$ cat config.mk
export PLATFORM = sky130hd
export DESIGN_NAME = decode_issue_queue_flat
export DESIGN_NICKNAME = d
export VERILOG_FILES = /design/src/rtl/decode_issue_queue_pkg.sv /design/src/rtl/decode_issue_queue_if.sv /design/src/rtl/decode_issue_queue_inst_field_decode.sv /design/src/rtl/decode_issue_queue.sv /design/src/flat_wrapper.sv
export SDC_FILE = /design/constraint.sdc
export NUM_CORES = 1
export LEC_CHECK = 0
export CORE_ASPECT_RATIO = 0.8
export CORE_UTILIZATION = 31
export CTS_CLUSTER_DIAMETER = 30
export CTS_CLUSTER_SIZE = 10
export DETAILED_ROUTE_END_ITERATION = 12
export GPL_TIMING_DRIVEN = 0
export SYNTH_ARGS = -nofsm -noshare
export SYNTH_HDL_FRONTEND = slang
export SYNTH_HIERARCHICAL = 1
export SYNTH_SLANG_ARGS = --single-unit
$ cat constraint.sdc
create_clock -name clk_in -period 10.21 [get_ports clk_in]
set_input_delay 2.042 -clock clk_in [delete_from_list [all_inputs] [get_ports clk_in]]
set_output_delay 2.042 -clock clk_in [all_outputs]
set_load 0.02 [all_outputs]
$ cat src/rtl/decode_issue_queue_pkg.sv
`default_nettype none
// +------------------------------------------------------------------------+
// | Module   : decode_issue_queue_pkg                                      |
// | Purpose  : Shared definitions for the decode/issue queue: RV32I opcode |
// |            and funct tags, the operator enum (including ILLEGAL), the  |
// |            queue slot record and the reserved zero register/ROB tags.  |
// | Ports    : none (package)                                              |
// | Revision : 1.0 - initial release                                       |
// +------------------------------------------------------------------------+
package decode_issue_queue_pkg;

  localparam int ZERO_ROB = 0;
  localparam logic [4:0] ZERO_REG = 5'd0;

  localparam logic [6:0] OPC_LUI    = 7'b0110111;
  localparam logic [6:0] OPC_AUIPC  = 7'b0010111;
  localparam logic [6:0] OPC_JAL    = 7'b1101111;
  localparam logic [6:0] OPC_JALR   = 7'b1100111;
  localparam logic [6:0] OPC_BRANCH = 7'b1100011;
  localparam logic [6:0] OPC_LOAD   = 7'b0000011;
  localparam logic [6:0] OPC_STORE  = 7'b0100011;
  localparam logic [6:0] OPC_OPIMM  = 7'b0010011;
  localparam logic [6:0] OPC_OP     = 7'b0110011;

  localparam logic [6:0] F7_BASE = 7'b0000000;
  localparam logic [6:0] F7_ALT  = 7'b0100000;

  typedef enum logic [5:0] {
    OP_LUI, OP_AUIPC, OP_JAL, OP_JALR,
    OP_BEQ, OP_BNE, OP_BLT, OP_BGE, OP_BLTU, OP_BGEU,
    OP_LB, OP_LH, OP_LW, OP_LBU, OP_LHU,
    OP_SB, OP_SH, OP_SW,
    OP_ADDI, OP_SLTI, OP_SLTIU, OP_XORI, OP_ORI, OP_ANDI,
    OP_SLLI, OP_SRLI, OP_SRAI,
    OP_ADD, OP_SUB, OP_SLL, OP_SLT, OP_SLTU, OP_XOR, OP_SRL, OP_SRA,
    OP_OR, OP_AND,
    OP_ILLEGAL
  } op_e;

  typedef struct packed {
    logic [31:0] inst;
    logic [31:0] pc;
    logic        predict;
  } iq_entry_t;

endpackage
`default_nettype wire

$ cat src/rtl/decode_issue_queue_if.sv
`default_nettype none
// +------------------------------------------------------------------------+
// | Module   : decode_issue_queue_if                                       |
// | Purpose  : Bundles the fetch, backend-status and dispatch signals of   |
// |            the decode/issue queue.                                     |
// |            master : environment side (drives in_*, reads out_*)        |
// |            slave  : queue side       (reads in_*, drives out_*)        |
// | Ports    : none (signals listed below)                                 |
// | Revision : 1.0 - initial release                                       |
// +------------------------------------------------------------------------+
interface decode_issue_queue_if #(
  parameter int ROB_IDX_W = 4,
  parameter int OP_W      = 6
);
  logic                 rdy_in;
  logic                 in_flush;
  logic                 in_fetch_valid;
  logic [31:0]          in_fetch_inst;
  logic [31:0]          in_fetch_pc;
  logic                 in_fetch_predict;
  logic                 out_fetch_full;
  logic                 in_rob_full;
  logic                 in_rs_full;
  logic                 in_lsb_full;
  logic [ROB_IDX_W-1:0] in_rob_tail;
  logic                 out_rob_assign_enable;
  logic                 out_rs_assign_enable;
  logic                 out_lsb_assign_enable;
  logic                 out_reg_write_enable;
  logic [OP_W-1:0]      out_type;
  logic [31:0]          out_imm;
  logic [31:0]          out_pc;
  logic                 out_predict;
  logic [4:0]           out_rd;
  logic [4:0]           out_rs;
  logic [4:0]           out_rt;
  logic [ROB_IDX_W-1:0] out_reorder;
  logic                 out_illegal;

  modport master (
    output rdy_in, in_flush, in_fetch_valid, in_fetch_inst, in_fetch_pc,
           in_fetch_predict, in_rob_full, in_rs_full, in_lsb_full, in_rob_tail,
    input  out_fetch_full, out_rob_assign_enable, out_rs_assign_enable,
           out_lsb_assign_enable, out_reg_write_enable, out_type, out_imm,
           out_pc, out_predict, out_rd, out_rs, out_rt, out_reorder, out_illegal
  );

  modport slave (
    input  rdy_in, in_flush, in_fetch_valid, in_fetch_inst, in_fetch_pc,
           in_fetch_predict, in_rob_full, in_rs_full, in_lsb_full, in_rob_tail,
    output out_fetch_full, out_rob_assign_enable, out_rs_assign_enable,
           out_lsb_assign_enable, out_reg_write_enable, out_type, out_imm,
           out_pc, out_predict, out_rd, out_rs, out_rt, out_reorder, out_illegal
  );
endinterface
`default_nettype wire

$ cat src/rtl/decode_issue_queue_inst_field_decode.sv
`default_nettype none
// +------------------------------------------------------------------------+
// | Module   : inst_field_decode                                           |
// | Purpose  : Combinational RV32I field decoder: operator, immediate,     |
// |            register indices, load/store flag, rd-write flag, illegal.  |
// | Ports    : i_inst (32) in; o_type, o_imm, o_rd/o_rs/o_rt, o_is_ls,     |
// |            o_writes_rd, o_illegal out.                                 |
// | Config   : DECODE_ILLEGAL_TRAP_EN - report unknown encodings as        |
// |            ILLEGAL; otherwise they decode as ADDI x0,x0,0.             |
// | Revision : 1.0 - initial release                                       |
// +------------------------------------------------------------------------+
module inst_field_decode
  import decode_issue_queue_pkg::*;
(
  input  logic [31:0] i_inst,
  output op_e         o_type,
  output logic [31:0] o_imm,
  output logic [4:0]  o_rd,
  output logic [4:0]  o_rs,
  output logic [4:0]  o_rt,
  output logic        o_is_ls,
  output logic        o_writes_rd,
  output logic        o_illegal
);
  logic [6:0]  w_opc;
  logic [2:0]  w_f3;
  logic [6:0]  w_f7;
  logic [31:0] w_imm_i, w_imm_s, w_imm_b, w_imm_u, w_imm_j, w_imm_sh;
  op_e         w_type;
  logic [31:0] w_imm;
  logic        w_bad;

  assign w_opc    = i_inst[6:0];
  assign w_f3     = i_inst[14:12];
  assign w_f7     = i_inst[31:25];
  assign w_imm_i  = {{20{i_inst[31]}}, i_inst[31:20]};
  assign w_imm_s  = {{20{i_inst[31]}}, i_inst[31:25], i_inst[11:7]};
  assign w_imm_b  = {{19{i_inst[31]}}, i_inst[31], i_inst[7], i_inst[30:25], i_inst[11:8], 1'b0};
  assign w_imm_u  = {i_inst[31:12], 12'b0};
  assign w_imm_j  = {{11{i_inst[31]}}, i_inst[31], i_inst[19:12], i_inst[20], i_inst[30:21], 1'b0};
  assign w_imm_sh = {27'b0, i_inst[24:20]};

  // Every legal path clears w_bad; any unmatched funct falls back to ILLEGAL.
  always_comb begin
    w_type = OP_ILLEGAL;
    w_imm  = '0;
    w_bad  = 1'b1;
    case (w_opc)
      OPC_LUI:   begin w_type = OP_LUI;   w_imm = w_imm_u; w_bad = 1'b0; end
      OPC_AUIPC: begin w_type = OP_AUIPC; w_imm = w_imm_u; w_bad = 1'b0; end
      OPC_JAL:   begin w_type = OP_JAL;   w_imm = w_imm_j; w_bad = 1'b0; end
      OPC_JALR: if (w_f3 == 3'd0) begin
        w_type = OP_JALR; w_imm = w_imm_i; w_bad = 1'b0;
      end
      OPC_BRANCH: begin
        w_imm = w_imm_b; w_bad = 1'b0;
        case (w_f3)
          3'd0: w_type = OP_BEQ;
          3'd1: w_type = OP_BNE;
          3'd4: w_type = OP_BLT;
          3'd5: w_type = OP_BGE;
          3'd6: w_type = OP_BLTU;
          3'd7: w_type = OP_BGEU;
          default: w_bad = 1'b1;
        endcase
      end
      OPC_LOAD: begin
        w_imm = w_imm_i; w_bad = 1'b0;
        case (w_f3)
          3'd0: w_type = OP_LB;
          3'd1: w_type = OP_LH;
          3'd2: w_type = OP_LW;
          3'd4: w_type = OP_LBU;
          3'd5: w_type = OP_LHU;
          default: w_bad = 1'b1;
        endcase
      end
      OPC_STORE: begin
        w_imm = w_imm_s; w_bad = 1'b0;
        case (w_f3)
          3'd0: w_type = OP_SB;
          3'd1: w_type = OP_SH;
          3'd2: w_type = OP_SW;
          default: w_bad = 1'b1;
        endcase
      end
      OPC_OPIMM: begin
        w_imm = w_imm_i; w_bad = 1'b0;
        case (w_f3)
          3'd0: w_type = OP_ADDI;
          3'd2: w_type = OP_SLTI;
          3'd3: w_type = OP_SLTIU;
          3'd4: w_type = OP_XORI;
          3'd6: w_type = OP_ORI;
          3'd7: w_type = OP_ANDI;
          3'd1: begin
            w_imm = w_imm_sh;
            if (w_f7 == F7_BASE) w_type = OP_SLLI;
            else                 w_bad  = 1'b1;
          end
          default: begin
            w_imm = w_imm_sh;
            if      (w_f7 == F7_BASE) w_type = OP_SRLI;
            else if (w_f7 == F7_ALT)  w_type = OP_SRAI;
            else                      w_bad  = 1'b1;
          end
        endcase
      end
      OPC_OP: begin
        w_bad = 1'b0;
        if (w_f7 == F7_BASE) begin
          case (w_f3)
            3'd0: w_type = OP_ADD;
            3'd1: w_type = OP_SLL;
            3'd2: w_type = OP_SLT;
            3'd3: w_type = OP_SLTU;
            3'd4: w_type = OP_XOR;
            3'd5: w_type = OP_SRL;
            3'd6: w_type = OP_OR;
            default: w_type = OP_AND;
          endcase
        end else if (w_f7 == F7_ALT && w_f3 == 3'd0) begin
          w_type = OP_SUB;
        end else if (w_f7 == F7_ALT && w_f3 == 3'd5) begin
          w_type = OP_SRA;
        end else begin
          w_bad = 1'b1;
        end
      end
      default: w_bad = 1'b1;
    endcase
  end

  always_comb begin
    o_rd        = i_inst[11:7];
    o_rs        = i_inst[19:15];
    o_rt        = i_inst[24:20];
    o_type      = w_bad ? OP_ILLEGAL : w_type;
    o_imm       = w_bad ? 32'd0 : w_imm;
    o_is_ls     = !w_bad && (w_opc == OPC_LOAD || w_opc == OPC_STORE);
    o_writes_rd = !w_bad && w_opc != OPC_STORE && w_opc != OPC_BRANCH
                  && i_inst[11:7] != ZERO_REG;
`ifdef DECODE_ILLEGAL_TRAP_EN
    o_illegal   = w_bad;
`else
    // Unknown encodings are replaced by a NOP (ADDI x0,x0,0) bound for RS.
    o_illegal   = 1'b0;
    if (w_bad) begin
      o_type = OP_ADDI;
      o_rd   = ZERO_REG;
      o_rs   = ZERO_REG;
      o_rt   = ZERO_REG;
    end
`endif
  end

endmodule
`default_nettype wire

$ cat src/rtl/decode_issue_queue.sv
`default_nettype none
// +------------------------------------------------------------------------+
// | Module   : decode_issue_queue                                          |
// | Purpose  : IQ_DEPTH-entry circular queue of fetched RV32I instructions;|
// |            decodes the head and dispatches at most one per cycle to    |
// |            ROB+RS or ROB+LSB. in_flush empties the queue in one cycle. |
// | Ports    : clk_in, rst_in (sync, active-high); bus (slave modport of   |
// |            decode_issue_queue_if): fetch offer/full, backend full      |
// |            flags, ROB tail tag, dispatch enables and decoded fields.   |
// | Config   : DECODE_ILLEGAL_TRAP_EN - unknown head goes to ROB only as   |
// |            ILLEGAL and the queue halts fetch until in_flush.           |
// | Revision : 1.0 - initial release                                       |
// +------------------------------------------------------------------------+
module decode_issue_queue
  import decode_issue_queue_pkg::*;
#(
  parameter int IQ_DEPTH  = 8,
  parameter int ROB_IDX_W = 4,
  parameter int OP_W      = 6
) (
  input  logic                 clk_in,
  input  logic                 rst_in,
  decode_issue_queue_if.slave  bus
);
  localparam int PTR_W = $clog2(IQ_DEPTH);
  localparam int CNT_W = PTR_W + 1;

  iq_entry_t        slot_q [IQ_DEPTH];
  iq_entry_t        slot_d [IQ_DEPTH];
  logic [PTR_W-1:0] head_q, head_d, tail_q, tail_d;
  logic [CNT_W-1:0] count_q, count_d;

  iq_entry_t   w_head;
  op_e         w_type;
  logic [31:0] w_imm;
  logic [4:0]  w_rd, w_rs, w_rt;
  logic        w_is_ls, w_writes_rd, w_illegal;
  logic        w_not_empty, w_full, w_halt, w_target_full, w_dispatch, w_enqueue;

  assign w_head = slot_q[head_q];

  inst_field_decode u_decode (
    .i_inst      (w_head.inst),
    .o_type      (w_type),
    .o_imm       (w_imm),
    .o_rd        (w_rd),
    .o_rs        (w_rs),
    .o_rt        (w_rt),
    .o_is_ls     (w_is_ls),
    .o_writes_rd (w_writes_rd),
    .o_illegal   (w_illegal)
  );

  // Full comes from the registered count, so a same-cycle dequeue never
  // makes room for that cycle's offer.
  assign w_not_empty   = (count_q != '0);
  assign w_full        = (count_q == CNT_W'(IQ_DEPTH)) | w_halt;
  // An illegal head goes to the ROB only, so no RS/LSB space is needed.
  assign w_target_full = w_is_ls ? bus.in_lsb_full : (w_illegal ? 1'b0 : bus.in_rs_full);
  assign w_dispatch    = w_not_empty & bus.rdy_in & !bus.in_flush & !rst_in
                         & !bus.in_rob_full & !w_target_full;
  assign w_enqueue     = bus.in_fetch_valid & !w_full & !bus.in_flush
                         & bus.rdy_in & !rst_in;

  always_comb begin
    slot_d  = slot_q;
    head_d  = head_q;
    tail_d  = tail_q;
    count_d = count_q;
    if (bus.in_flush) begin
      head_d  = '0;
      tail_d  = '0;
      count_d = '0;
    end else begin
      if (w_enqueue) begin
        slot_d[tail_q] = '{inst: bus.in_fetch_inst, pc: bus.in_fetch_pc,
                           predict: bus.in_fetch_predict};
        tail_d = tail_q + PTR_W'(1);
      end
      if (w_dispatch) head_d = head_q + PTR_W'(1);
      case ({w_enqueue, w_dispatch})
        2'b10:   count_d = count_q + CNT_W'(1);
        2'b01:   count_d = count_q - CNT_W'(1);
        default: count_d = count_q;
      endcase
    end
  end

  always_ff @(posedge clk_in) begin
    if (rst_in) begin
      slot_q  <= '{default: '0};
      head_q  <= '0;
      tail_q  <= '0;
      count_q <= '0;
    end else begin
      slot_q  <= slot_d;
      head_q  <= head_d;
      tail_q  <= tail_d;
      count_q <= count_d;
    end
  end

`ifdef DECODE_ILLEGAL_TRAP_EN
  localparam logic [0:0] ST_RUN  = 1'b0;
  localparam logic [0:0] ST_HALT = 1'b1;

  logic [0:0] state_q, state_d;

  always_comb begin
    state_d = state_q;
    if (bus.in_flush)                  state_d = ST_RUN;
    else if (w_dispatch && w_illegal)  state_d = ST_HALT;
  end

  always_ff @(posedge clk_in) begin
    if (rst_in) state_q <= ST_RUN;
    else        state_q <= state_d;
  end

  assign w_halt = (state_q == ST_HALT);
`else
  assign w_halt = 1'b0;
`endif

  assign bus.out_fetch_full        = w_full;
  assign bus.out_rob_assign_enable = w_dispatch;
  assign bus.out_rs_assign_enable  = w_dispatch & !w_is_ls & !w_illegal;
  assign bus.out_lsb_assign_enable = w_dispatch & w_is_ls;
  assign bus.out_reg_write_enable  = w_dispatch & w_writes_rd;
  assign bus.out_type              = OP_W'(w_type);
  assign bus.out_imm               = w_imm;
  assign bus.out_pc                = w_head.pc;
  assign bus.out_predict           = w_head.predict;
  assign bus.out_rd                = w_rd;
  assign bus.out_rs                = w_rs;
  assign bus.out_rt                = w_rt;
  assign bus.out_reorder           = ROB_IDX_W'(bus.in_rob_tail);
  // Stale slot contents behind an empty queue must not raise the flag.
  assign bus.out_illegal           = w_illegal & w_not_empty;

endmodule
`default_nettype wire

$ cat src/flat_wrapper.sv
// flat-port wrapper written by rule: the top's interface ports become plain ports
module decode_issue_queue_flat import decode_issue_queue_pkg::*;
#(
  parameter int IQ_DEPTH  = 8,
  parameter int ROB_IDX_W = 4,
  parameter int OP_W      = 6
)
  (clk_in, rst_in, bus_rdy_in, bus_in_flush, bus_in_fetch_valid, bus_in_fetch_inst, bus_in_fetch_pc, bus_in_fetch_predict, bus_in_rob_full, bus_in_rs_full, bus_in_lsb_full, bus_in_rob_tail, bus_out_fetch_full, bus_out_rob_assign_enable, bus_out_rs_assign_enable, bus_out_lsb_assign_enable, bus_out_reg_write_enable, bus_out_type, bus_out_imm, bus_out_pc, bus_out_predict, bus_out_rd, bus_out_rs, bus_out_rt, bus_out_reorder, bus_out_illegal);
  decode_issue_queue_if #(.ROB_IDX_W(ROB_IDX_W), .OP_W(OP_W)) bus_i ();
  input  logic clk_in;
  input  logic rst_in;
  input wire logic [$bits(bus_i.rdy_in)-1:0] bus_rdy_in;
  input wire logic [$bits(bus_i.in_flush)-1:0] bus_in_flush;
  input wire logic [$bits(bus_i.in_fetch_valid)-1:0] bus_in_fetch_valid;
  input wire logic [$bits(bus_i.in_fetch_inst)-1:0] bus_in_fetch_inst;
  input wire logic [$bits(bus_i.in_fetch_pc)-1:0] bus_in_fetch_pc;
  input wire logic [$bits(bus_i.in_fetch_predict)-1:0] bus_in_fetch_predict;
  input wire logic [$bits(bus_i.in_rob_full)-1:0] bus_in_rob_full;
  input wire logic [$bits(bus_i.in_rs_full)-1:0] bus_in_rs_full;
  input wire logic [$bits(bus_i.in_lsb_full)-1:0] bus_in_lsb_full;
  input wire logic [$bits(bus_i.in_rob_tail)-1:0] bus_in_rob_tail;
  output wire logic [$bits(bus_i.out_fetch_full)-1:0] bus_out_fetch_full;
  output wire logic [$bits(bus_i.out_rob_assign_enable)-1:0] bus_out_rob_assign_enable;
  output wire logic [$bits(bus_i.out_rs_assign_enable)-1:0] bus_out_rs_assign_enable;
  output wire logic [$bits(bus_i.out_lsb_assign_enable)-1:0] bus_out_lsb_assign_enable;
  output wire logic [$bits(bus_i.out_reg_write_enable)-1:0] bus_out_reg_write_enable;
  output wire logic [$bits(bus_i.out_type)-1:0] bus_out_type;
  output wire logic [$bits(bus_i.out_imm)-1:0] bus_out_imm;
  output wire logic [$bits(bus_i.out_pc)-1:0] bus_out_pc;
  output wire logic [$bits(bus_i.out_predict)-1:0] bus_out_predict;
  output wire logic [$bits(bus_i.out_rd)-1:0] bus_out_rd;
  output wire logic [$bits(bus_i.out_rs)-1:0] bus_out_rs;
  output wire logic [$bits(bus_i.out_rt)-1:0] bus_out_rt;
  output wire logic [$bits(bus_i.out_reorder)-1:0] bus_out_reorder;
  output wire logic [$bits(bus_i.out_illegal)-1:0] bus_out_illegal;
  assign bus_i.rdy_in = bus_rdy_in;
  assign bus_i.in_flush = bus_in_flush;
  assign bus_i.in_fetch_valid = bus_in_fetch_valid;
  assign bus_i.in_fetch_inst = bus_in_fetch_inst;
  assign bus_i.in_fetch_pc = bus_in_fetch_pc;
  assign bus_i.in_fetch_predict = bus_in_fetch_predict;
  assign bus_i.in_rob_full = bus_in_rob_full;
  assign bus_i.in_rs_full = bus_in_rs_full;
  assign bus_i.in_lsb_full = bus_in_lsb_full;
  assign bus_i.in_rob_tail = bus_in_rob_tail;
  assign bus_out_fetch_full = bus_i.out_fetch_full;
  assign bus_out_rob_assign_enable = bus_i.out_rob_assign_enable;
  assign bus_out_rs_assign_enable = bus_i.out_rs_assign_enable;
  assign bus_out_lsb_assign_enable = bus_i.out_lsb_assign_enable;
  assign bus_out_reg_write_enable = bus_i.out_reg_write_enable;
  assign bus_out_type = bus_i.out_type;
  assign bus_out_imm = bus_i.out_imm;
  assign bus_out_pc = bus_i.out_pc;
  assign bus_out_predict = bus_i.out_predict;
  assign bus_out_rd = bus_i.out_rd;
  assign bus_out_rs = bus_i.out_rs;
  assign bus_out_rt = bus_i.out_rt;
  assign bus_out_reorder = bus_i.out_reorder;
  assign bus_out_illegal = bus_i.out_illegal;
  decode_issue_queue #(.IQ_DEPTH(IQ_DEPTH), .ROB_IDX_W(ROB_IDX_W), .OP_W(OP_W)) u_core (.clk_in(clk_in), .rst_in(rst_in), .bus(bus_i));
endmodule
==> Word level (Yosys, flattened, before mapping) <==
Index checks and enable logic that the tools add are counted.
{ "totals": {"ff_bits": 530, "latch_bits": 0, "ramBits": 0, "romBits": 0, "inputBits": 77, "out_inout_bits": 96, "word_cells": 140, "mem_count": 0} }
{ "op_classes": {"n_addsub": 4, "mul": 0, "n_div": 0, "n_lt_le_gt_ge": 3, "eq_ne": 22, "shift": 0, "muxes": 41, "bitwise_logic": 15, "n_reduce_logical": 28} }
{ "op_table": {"columns": ["operator", "n"], "rows": [
  ["$bwmux 520", 1],
  ["$pmux 32 s7", 1],
  ["$bmux 65 s3", 1],
  ["$demux 65 s3", 1],
  ["$mux 65", 3],
  ["$mux 32", 3],
  ["$pmux 6 s7", 2],
  ["$pmux 6 s9", 1],
  ["$mux 6", 7],
  ["$pmux 6 s6", 1],
  ["$pmux 6 s5", 1],
  ["$eq 7x6->1 const B", 4],
  ["$eq 7x7->1 const B", 3],
  ["$pmux 6 s3", 1],
  ["$mux 5", 3],
  ["$eq 7x5->1 const B", 2],
  ["$and 1x1->1", 12],
  ["$eq 3x3->1 const B", 4],
  ["$reduce_or 6->1", 2],
  ["$mux 1", 11],
  ["$ge 4x4->1 const B", 2],
  ["$not 3->4", 2],
  ["$pmux 4 s2", 1],
  ["$eq 7x2->1 const B", 1],
  ["27 further kinds", 43]
]} }

==> Depth between registers and ports, before layout <==
{ "depth": {"depth_word": 17, "ltp_mapped": 23, "ltp_nobuf": 17} }

==> Cells and area by module <==
Netlist, hierarchy kept.
{ "by_module_without_submodules": {"columns": ["mod", "n_inst", "cells_per_inst", "area_each_um2", "seq_area_each_um2"], "rows": [
  ["decode_issue_queue", 1, 2685, 23352.4, 10610.2],
  ["inst_field_decode", 1, 238, 1488.9, 0.0]
]} }

==> Worst setup path before layout <==
Ideal clock, no wire load.
{ "synth_path": {"path_kind": "register -> output", "start": "register u_core.head_q[1]", "end": "output bus_out_rs_assign_enable", "t_arrival_ns": 4.463, "required_time_ns": 8.168, "setup_slack_ns": 3.705, "path_stages_with_launch": 16, "path_buffers": 5, "cell_sequence": "dfxtp_1 > clkbuf_1 > buf_2 > buf_2 > mux4_2 > mux2_2 > buf_6 > or2_4 > a2111o_1 > a221oi_2 > nand2_2 > buf_2 > nor3_1 > nor3b_1 > a21o_1 > nor4_1"} }
{ "synth_rtl": {"columns": ["item", "line", "source"], "rows": [
  ["start, declared", "decode_issue_queue.sv:30", "logic [PTR_W-1:0] head_q, head_d, tail_q, tail_d;"],
  ["start signal, assigned", "decode_issue_queue.sv:92", "head_q <= '0;"],
  ["start signal, assigned", "decode_issue_queue.sv:97", "head_q <= head_d;"],
  ["end, declared", "flat_wrapper.sv:24", "output wire logic [$bits(bus_i.out_rs_assign_enable)-1:0] bus_out_rs_assign_enable;"]
]} }

==> results by stage <==
Finish:
- The net count of the finished layout is 3219.
- The layout-stage area growth over the synthesis result is 23.8%.
- For this run, the number of standard cells in the final layout without fillers is 4253.
- The repair_antennas step left the layout with diodes totalling 0.
- The layout has 7897 filler cells.
- In the final layout, the share of cells above drive strength 1 is 19.0%.

Global routing:
- The number of global-route vias before repair came to 20.7k.
- The first global-routing pass estimated 126000 um of wire.
- The initial antenna violation count is 6.
- In the global route stage, overall resource usage came out at 20.0%.
- Global routing finished with a remaining overflow of 0.
- Entering global routing, the biggest net connects 15 pins.

Clock network:
- The maximum count of clock buffers along a single path is 3.
- The insertion delay of the later-clocked pin in the worst-skew pair is 0.65 ns.
- The H-tree generated during clock tree synthesis spans 3 levels.
- In this run, CTS created clock tree buffers numbering 107.
- The root cell of the clock tree is clkbuf_16.
- The clock net in this run drives a total of 530 sinks.
- The number of hold buffers added after cts is 0.
- TritonCTS built the clock tree.
- The clock-pin slew of the registers on the worst-case setup and hold paths is 0.05 ns.
- The number of cells upsized or downsized after cts is 0.
- The number of setup buffers added after CTS is 0.

Min path:
- The worst hold path passes through 2 cells.
- In this run the worst hold path is classified as register to register.

Yosys:
- The share of synthesized registers carrying an async set or reset is 0%.
- The synthesized netlist net count is 3006.
- In the post-synthesis netlist, the biggest area contributors are dfxtp_1 43%, nand2_1 16%, mux4_2 12%, a21oi_1 9.9%, mux2_2 3.0%.
- By instance count, the leading cell after synthesis is nand2_1.
- The dominant cell type by area after synthesis is dfxtp_1.
- The compound-cell area share of the yosys netlist is 13.9%.
- Counting every instance in the synthesized netlist gives 2923.
- The arithmetic-cell share of the synthesized area counting full adders, half adders and majority gates is 0.332%.
- The multiplexer share of the synthesized area is 14.9%.
- After synthesis, the most frequently instantiated cells are 1076 x nand2_1, 530 x dfxtp_1, 492 x a21oi_1.
- The cell area after synthesis is 0.0248 mm^2.
- The top cell type by area accounts for 42.7% of the synthesized area.
- The count of synthesis-stage warnings from yosys is 6.
- Summing the areas of all and, or, nand and nor instances in the mapped netlist gives 19.9% of the synthesized area.
- The average cell area after synthesis is 8.50 um^2.
- The synthesized netlist contains 71 unique library cells.
- Counting flops with a built-in enable in the synthesized netlist gives 0.
- The proportion of synthesized chip area in sequential cells is 42.7%.
- After Yosys synthesis, XOR and XNOR cells account for 0.212% of the synthesized area.
- The flip-flop and latch count after synthesis is 530.
- After synthesis, the largest family of logic cells by area is simple AND/OR/NAND/NOR gates.
- The predominant post-synthesis flop cell is dfxtp_1.

Place:
- The global placement routability congestion is 0.860.
- After legalization and detailed placement, the total HPWL measured 57300 um.
- The total placed cells including tap cells is 4061.
- The count of input and output buffers is 102.

Power and ir drop:
- Dividing total power by cell area gives a power density of 185 mW/mm^2.
- The highest ir drop seen on vdd is 0.140 mV.
- The static leakage power is 10.0 nW.

Detailed routing:
- In this run the remaining antenna-violating nets after routing total 0.
- The total via count after detailed routing is 21.6k.
- The final routed DRC violation total is 0.
- The number of vias per cell after detailed routing is 5.09.
- The detail-routed net length per standard cell is 19.5 um.
- The final wirelength is 83000 um.
- The number of DRC violations after detailed-routing iteration 0 is 1685.
- The number of search-and-repair iterations in the first detailed-routing pass is 5.

Status:
- The run finished with clean final reports.

STA:
- The tightest slew margin relative to the limit is 12.6%.
- The number of slew-limit violations in the final report is 0.
- After routing, the total negative slack on setup checks comes to 0 ns.
- The count of final setup violators is 0.
- The maximum clock frequency is 113 MHz.
- The smallest clock period supported by the final layout is computed as 8.85 ns.
- The number of hold violations in the final report came to 0.
- On the final layout, the worst clock skew is 0.0319 ns.
- The worst-margin pin slew is 1.31 ns.
- The period utilization is 86.7%.
- Setup repair after global routing left no endpoint under its margin.

Setup path:
- Measured in cells, the most critical reg-to-reg path has a length of 21.
- The type of element capturing the critical path is an output pin.
- The required time of the critical path is 8.17 ns.
- The biggest fanout along the worst timing path is 10.
- STA classifies the critical path startpoint as a register.
- The worst reg-to-reg setup slack is 3.40 ns.
- The critical path is of the register to output pin type.
- The data arrival at the endpoint of the critical path is 6.81 ns.

Floorplanning:
- The area of the core is 0.0791 mm^2.
- The die is 318 um wide.
- The die area is 0.0813 mm^2.
- The die extent in y is 255 um.
- The initial utilization of the core area, before any placement, comes to 31.4%.
- The floorplan has 92 rows.
- The count of boundary I/O pins is 173.

Run:
- The number of maximum-capacitance violations is 0.
-- logic make-up after synthesis --
logic type	count (synthesis)
AOI/OAI and AO/OA	608
buffers and inverters	357
other	1
and+or+nand+nor	1216
adders and majority gates	6
xor gates and xnor gates	6
muxes	199
DFF	530
-- area by class of cell --
type,count,area (um^2),area share [%]
multi-input combinational,2036,12200,39.8
sequential,530,10600,34.5
clock buffer,128,2870,9.32
buffer,343,1950,6.33
tap,1034,1290,4.21
timing repair buffer,104,1040,3.38
clock inverter,64,706,2.29
inverter,14,52.6,0.171
-- through the flow --
step / setup slack, ns / hold WS (ns) / cell area, um^2 / power (mW) / utilization (%)
finish: 1.36 / 0.449 / 30800 / 5.70 / 38.9
global route: 1.14 / 0.465 / 30800 / 5.86 / 38.9
CTS: 1.42 / 0.450 / 30800 / 5.73 / 38.9
detailed placement: 2.11 / 0.443 / 27200 / 2.30 / 34.4
global placement: 1.22 / 0.439 / 27200 / 2.30 / 34.3
floorplan: 3.70 / 0.433 / 24800 / 2.23 / -
-- power breakdown --
part	internal (mW)	switching, mW
clock	2.27	1.17
combinational	0.0466	0.131
sequential	2.08	0.00298
total	4.40	1.30
-- worst max-delay path: stages (launching register included) --
cell,delay (ns)
dfxtp_1,0.32
clkbuf_1,0.37
buf_2,0.44
buf_1,0.66
mux4_2,0.46
mux2_2,0.32
clkbuf_1,0.24
nand3b_1,0.42
nor4_1,0.69
a221oi_2,0.16
nand2_2,0.22
buf_2,0.29
nor3_2,0.07
buf_6,0.18
a21o_1,0.19
nor2_1,0.41
clkdlybuf4s50_1,0.71
-- worst paths after layout --
kind,to,from
hold / removal,u_core/slot_q[308]$_SDFFE_PP0P_,u_core/slot_q[308]$_SDFFE_PP0P_
hold reg to reg,u_core/slot_q[308]$_SDFFE_PP0P_,u_core/slot_q[308]$_SDFFE_PP0P_
setup / recovery,bus_out_rob_assign_enable,u_core/head_q[1]$_SDFFE_PP0N_
setup reg to reg,u_core/count_q[3]$_SDFFE_PP0P_,u_core/head_q[1]$_SDFFE_PP0N_
-- layer usage --
layer | vias up | global-route usage (%) | part of all wire, %
met3 | 139 | 4.08 | 6.4
met4 | 8 | 6.13 | 2.4
met1 | 10500 | 27.0 | 45
li1 | 10300 | - | -
met5 | - | 0 | 0.069
met2 | 682 | 32.2 | 46
-- sequential cells by signal (all words and copies together), names as in the netlist --
register and flops:
u_core/slot_q 520, u_core/head_q 3, u_core/count_q 4, u_core/tail_q 3
-- cell usage in the layout, fill, tap and decap left out, types with 14 or more instances in the layout --
master and count:
mux4_2 130, clkinv_2 22, buf_4 41, clkinvlp_4 14, buf_6 57, mux2_2 66
and2_1 16, clkdlybuf4s50_1 102, nor3_1 14, buf_2 62, dfxtp_1 530, clkbuf_16 107
nand3_1 15, a21oi_2 44, nand2_1 1076, buf_1 70, clkbuf_1 124, nor2_1 20
a21oi_1 492
(Power assumes the default switching activity.)
